`config.mk`:
```
export PLATFORM = sky130hd
export DESIGN_NAME = trellis_ff_pipe
export DESIGN_NICKNAME = d
export VERILOG_FILES = /design/src/rtl/trellis_ff_pipe_pkg.sv /design/src/rtl/trellis_ff_pipe_stage.sv /design/src/rtl/trellis_ff_pipe.sv
export SDC_FILE = /design/constraint.sdc
export NUM_CORES = 1
export LEC_CHECK = 0
export BUFFER_PORTS_ARGS = -buffer_cell sky130_fd_sc_hd__buf_2
export CAP_MARGIN = 30
export CORE_MARGIN = 2
export CORE_UTILIZATION = 51
export DETAILED_ROUTE_END_ITERATION = 7
export PLACE_DENSITY = 0.76
export SKIP_CTS_REPAIR_TIMING = 1
export SLEW_MARGIN = 10
export SYNTH_ARGS = -nofsm -noshare
export SYNTH_HDL_FRONTEND = slang
export SYNTH_SLANG_ARGS = --single-unit
```
`constraint.sdc`:
```
create_clock -name CLK -period 1.43 [get_ports CLK]
set_input_delay 0.429 -clock CLK [delete_from_list [all_inputs] [get_ports CLK]]
set_output_delay 0.429 -clock CLK [all_outputs]
set_load 0.03 [all_outputs]
```
`src/rtl/trellis_ff_pipe_pkg.sv`:
```
// trellis_pkg: shared types and helpers for the trellis_ff_pipe register chain.
package trellis_pkg;
    typedef enum logic {REGSET_RESET, REGSET_SET} regset_t;
    localparam int MAX_WIDTH = 4096;
    function automatic logic [MAX_WIDTH-1:0] regset_value(regset_t rs, int width);
        return rs == REGSET_SET ? {MAX_WIDTH{1'b1}} >> (MAX_WIDTH - width) : '0;
    endfunction
    function automatic int fill_width(int depth);
        return $clog2(depth + 1);
    endfunction
endpackage

```
`src/rtl/trellis_ff_pipe_stage.sv`:
```
// trellis_ff_stage: one WIDTH-bit register with valid bit, clock enable and local set/reset.
module trellis_ff_stage
    import trellis_pkg::*;
#(
    parameter int    WIDTH       = 8,
    parameter string REGSET      = "RESET",
    parameter int    LSR_OVER_CE = 1
) (
    input  logic             clk,
    input  logic             lsr,
    input  logic             sp,
    input  logic             load,
    input  logic [WIDTH-1:0] d,
    input  logic             d_valid,
    output logic [WIDTH-1:0] q,
    output logic             q_valid
);
    localparam regset_t RS = REGSET == "SET" ? REGSET_SET : REGSET_RESET;
    localparam logic [WIDTH-1:0] RST_VAL = WIDTH'(regset_value(RS, WIDTH));
    // valid always clears on LSR; data only when LSR may override the enable
    always_ff @(posedge clk) begin
        if (lsr) begin
            q_valid <= 1'b0;
            q       <= (LSR_OVER_CE != 0 || sp) ? RST_VAL : q;
        end else if (load) begin
            q_valid <= d_valid;
            q       <= d;
        end
    end
endmodule

```
`src/rtl/trellis_ff_pipe.sv`:
```
// trellis_ff_pipe: DEPTH-stage WIDTH-bit enabled register pipe with valid tracking and occupancy.
// Optional TRELLIS_FF_PIPE_BUBBLE_COLLAPSE_EN lets invalid stages fill while SP is low.
module trellis_ff_pipe
    import trellis_pkg::*;
#(
    parameter int    WIDTH       = 8,
    parameter int    DEPTH       = 3,
    parameter string REGSET      = "RESET",
    parameter int    LSR_OVER_CE = 1
) (
    input  logic                          CLK,
    input  logic                          LSR,
    input  logic                          SP,
    input  logic [WIDTH-1:0]              DI,
    input  logic                          DI_VALID,
    output logic                          DI_READY,
    output logic [WIDTH-1:0]              Q,
    output logic                          Q_VALID,
    output logic [fill_width(DEPTH)-1:0]  FILL
);
    localparam int FW = fill_width(DEPTH);
    logic [WIDTH-1:0] data [DEPTH];
    logic [DEPTH-1:0] valid;
    logic [DEPTH-1:0] ready;
`ifdef TRELLIS_FF_PIPE_BUBBLE_COLLAPSE_EN
    // a stage may load whenever some stage at or after it has room
    always_comb begin
        ready[DEPTH-1] = SP | ~valid[DEPTH-1];
        for (int i = DEPTH - 2; i >= 0; i--) ready[i] = ~valid[i] | ready[i+1];
    end
`else
    assign ready = {DEPTH{SP}};
`endif
    for (genvar s = 0; s < DEPTH; s++) begin : g_stage
        if (s == 0) begin : g_head
            trellis_ff_stage #(.WIDTH(WIDTH), .REGSET(REGSET), .LSR_OVER_CE(LSR_OVER_CE)) u_stage (
                .clk(CLK), .lsr(LSR), .sp(SP), .load(ready[s]),
                .d(DI), .d_valid(DI_VALID), .q(data[s]), .q_valid(valid[s])
            );
        end else begin : g_body
            trellis_ff_stage #(.WIDTH(WIDTH), .REGSET(REGSET), .LSR_OVER_CE(LSR_OVER_CE)) u_stage (
                .clk(CLK), .lsr(LSR), .sp(SP), .load(ready[s]),
                .d(data[s-1]), .d_valid(valid[s-1]), .q(data[s]), .q_valid(valid[s])
            );
        end
    end
    always_comb begin
        FILL = '0;
        for (int i = 0; i < DEPTH; i++) FILL = FILL + FW'(valid[i]);
    end
    assign DI_READY = ready[0];
    assign Q        = data[DEPTH-1];
    assign Q_VALID  = valid[DEPTH-1];
endmodule

```
After elaboration in Yosys (flattened, before gate mapping)
Cells that the tools add are included.
- input bits: 12
- bits in registers: 27
- bits in writable memories: 0
- word-level logic and storage cells: 8
- output and inout bits: 12
- memories kept: 0
- memory bits (read-only): 0
- bits in latches: 0
- $lt $le $gt $ge: 0
- div/mod/pow operators: 0
- $add $sub $neg: 2
- multiplexer cells: 0
- equality and inequality tests: 0
- shift-type cells: 0
- multiply operators: 0
- reductions and logical operators: 0
- bitwise gates (word level): 0
- operators by type and width (kind ; count):
    1-bit by 1-bit adder with 2-bit output ; 1
    2-bit by 1-bit adder with 2-bit output ; 1

Logic depth before layout (Yosys ltp)
- word-level depth: 2
- depth in mapped cells: 4
- mapped depth without buffers: 2

By module
Synthesis repeated with hierarchy kept, for this count alone.
- cells, all modules: 89
- area total of the unflattened synthesis: 984.7 um2
- modules (own cells, without submodules) (module ; times used ; seq. area each (um2) ; cells each ; area each (um2)):
    trellis_ff_stage ; 3 ; 180.2 ; 29 ; 319.1
    trellis_ff_pipe ; 1 ; 0.0 ; 2 ; 27.5

Worst setup path before layout
OpenSTA, ideal clock, no wires.
- kind: reg-to-output
- start point: register g_stage[2].g_body.u_stage.q_valid
- end point: output port FILL[0]
- arrival time: 1.163 ns
- path buffers: 0
- path slack: -0.162 ns
- stages on the path, launching flop included: 2
- required time: 1.001 ns
- path through: dfxtp_1 -> fa_1
- longest elaborated chain between the ends: 1
- ends and longest elaborated chain (item ; RTL line ; text):
    start, declared ; trellis_ff_pipe_stage.sv:16 ; output logic q_valid
    start signal, assigned ; trellis_ff_pipe_stage.sv:26 ; q_valid <= d_valid;
    2-bit by 1-bit adder with 2-bit output ; trellis_ff_pipe.sv:49 ; for (int i = 0; i < DEPTH; i++) FILL = FILL + FW'(valid[i]);
    end, declared ; trellis_ff_pipe.sv:19 ; output logic [fill_width(DEPTH)-1:0] FILL
No other way between the ends.

Worst setup path in the final report
- start point: register g_stage[1].g_body.u_stage.q_valid
- end point: output port FILL[0]
- longest elaborated chain between the ends: 2
- ends and longest elaborated chain (item ; RTL line):
    start, declared ; trellis_ff_pipe_stage.sv:16
    start signal, assigned ; trellis_ff_pipe_stage.sv:26
    1-bit by 1-bit adder with 2-bit output ; trellis_ff_pipe.sv:49
    2-bit by 1-bit adder with 2-bit output ; trellis_ff_pipe.sv:49
No other way between the ends.

==> results.json <==
{
  "drive_gt1_share_pct": 28.6,
  "hold_viol": 0,
  "p_clk_share_pct": 25.0,
  "worstPathMaxFanout": 2,
  "groute.usage.overall_pct": 12.8,
  "routed_wl_um": 1380,
  "via_count": 643,
  "fin_worst_skew_ns": 0.000861,
  "arrival_ns": 1.36,
  "p_int_w": 0.000954,
  "combPwrFrac_pct": 11.0,
  "drt_first_pass_iters": 4,
  "layout.cells.non_filler": 139,
  "holdWs_ns": 0.341,
  "dieArea_um2": 2470,
  "cts_buffers": 3,
  "synth_edf_count": 0,
  "setup_viol": 2,
  "reg2reg_depth": 3,
  "rsz0062_at_grt": "yes",
  "critical_path_class": "reg -> out",
  "grt_pass1_wl_um": 2360,
  "end_kind": "output pin",
  "grt_max_degree": 28,
  "place_ws_ns": -0.0509,
  "switching_share_pct": 23.2,
  "fin_crit_sh_pct": 125,
  "synth_top_cell_by_area": "dfxtp_1",
  "power.leakage_nw": 0.576,
  "violations": "negative setup slack",
  "htree_levels": 1,
  "synth_nets": 110,
  "areaGrowthSynthToFinish_pct": 8.80,
  "fmax_mhz": 560,
  "async_flop_share_pct": 0,
  "cts-root-buf": "clkbuf_4",
  "synth.area.top_cells": "dfxtp_1 (51%), mux2i_1 (25%), nor2_1 (9.5%), buf_4 (6.3%), buf_12 (3.8%)",
  "yosysTopAreaCellShare_pct": 50.7,
  "power_switching_w": 0.000289,
  "ios": 24,
  "vdd_drop_max_mv": 0.584,
  "clk_latency_ns": 0.31,
  "wl_per_cell_um": 9.91,
  "antenna_found_initial": 0,
  "seqPwrFrac_pct": 63.9,
  "synth_ff_type": "dfxtp_1",
  "die_h_um": 49.7,
  "tritoncts": "done",
  "port_buffers": 23,
  "placed_cell_area_um2": 1120,
  "slew_violations": 0,
  "overflow": 0,
  "routabilityCongestion": 0.678,
  "syn_area_um2": 1070,
  "ys_types": 9,
  "worstPathRequired_ns": 1.00,
  "cts.path.max_buffers": 2,
  "fin_crit_ns": 1.79,
  "synth_seq_cells": 27,
  "synth.yosys.seq_area_share_pct": 50.7,
  "final_area_um2": 1160,
  "slew_headroom_pct": 70.8,
  "nFillCells": 203,
  "tightest_slew_ns": 0.438,
  "critPathLaunchType": "flop",
  "status": "finished with violations",
  "ys_top_cells_by_count": "dfxtp_1 (27), mux2i_1 (27), nor2_1 (27), buf_4 (9)",
  "diodes": 0,
  "drc": 0,
  "first_global_vias": 585,
  "dp_cells": 135,
  "nets": 126,
  "synth.avg_cell_area_um2": 11.0,
  "initial_core_util_pct": 54.3,
  "yosys_warnings": 0,
  "hold_class": "in -> reg",
  "maxCapViolCount": 0,
  "clk_pin_slew_ns": 0.13,
  "drtAntennaViolNets": 0,
  "cts_sinks": 27,
  "powerDensity_nw_per_um2": 1070,
  "synthCells": 97,
  "core-area_um2": 1960,
  "drt_iter0_markers": 5,
  "viasPerCell": 4.63,
  "die_w_um": 49.7,
  "min_path_cells": 3,
  "fin_ws_ns": -0.356,
  "num_rows": 16
}
logic make-up (layout without fill, tap and decap cells):
family | count (synthesis) | in the layout | share of synthesized area, %
buf+inv | 15 | 30 | 12.6
simple gates | 27 | 27 | 9.51
mux | 27 | 27 | 25.4
flops | 27 | 27 | 50.7
fa+ha+maj | 1 | 1 | 1.88
registers in the layout (all words and copies together) (netlist names):
register                        count
g_stage.g_body.u_stage.q           16
g_stage.g_head.u_stage.q            8
g_stage.g_body.u_stage.q_valid      2
g_stage.g_head.u_stage.q_valid      1
path summary, 6_finish.rpt:
path | from | end | slack (ns)
worst max-delay path | g_stage[1].g_body.u_stage.q_valid | FILL[0] | -0.36
worst min-delay path | DI_VALID | g_stage[0].g_head.u_stage.q_valid | 0.34
worst max register to register | g_stage[0].g_head.u_stage.q_valid | g_stage[1].g_body.u_stage.q_valid | 0.64
worst min register to register | g_stage[2].g_body.u_stage.q[3] | g_stage[2].g_body.u_stage.q[3] | 0.50
per-stage QoR:
step	power (W)	TNS [ns]	utilization, %
2_1_floorplan	0.000927	0	-
3_3_place_gp	0.000940	-0.0417	57.1
3_5_place_dp	0.000945	-0.0509	57.1
4_1_cts	0.00126	-0.653	58.4
5_1_grt	0.00131	-0.645	59.1
6_report	0.00124	-0.545	59.1
power groups by stage:
stage | Sequential (W) | Clock (W) | Combinational [W]
2_1_floorplan | 0.000810 | 0 | 0.000117
3_3_place_gp | 0.000810 | 0 | 0.000130
3_5_place_dp | 0.000811 | 0 | 0.000134
4_1_cts | 0.000795 | 0.000331 | 0.000134
5_1_grt | 0.000798 | 0.000366 | 0.000149
6_report | 0.000794 | 0.000311 | 0.000137
per-layer routing:
layer	part of all wire (%)	global-route usage, %	vias up
li1	-	-	335
met1	46	14.1	289
met2	47	21.6	14
met3	4.5	2.73	5
met4	3.2	9.72	0
met5	0	0	-
worst max-delay path, cell delays in order, from the launching register on:
cell and delay (ns):
dfxtp_2 0.35, fa_2 0.56, buf_6 0.13
layout make-up:
type / count / area, µm² / area share [%]
Tap cell: 27 / 33.8 / 2.91
Timing Repair Buffer: 26 / 163 / 14.0
Clock buffer: 4 / 26.3 / 2.27
Sequential cell: 27 / 543 / 46.8
Multi-Input combinational cell: 55 / 394 / 34.0
cells in the final DEF (no fill, tap or decap), drive strengths merged:
| cell | count |
|---|---|
| mux2i | 27 |
| nor2 | 27 |
| dfxtp | 27 |
| buf | 26 |
| clkbuf | 4 |
| fa | 1 |
No activity file was read; power rests on OpenSTA's default activity.
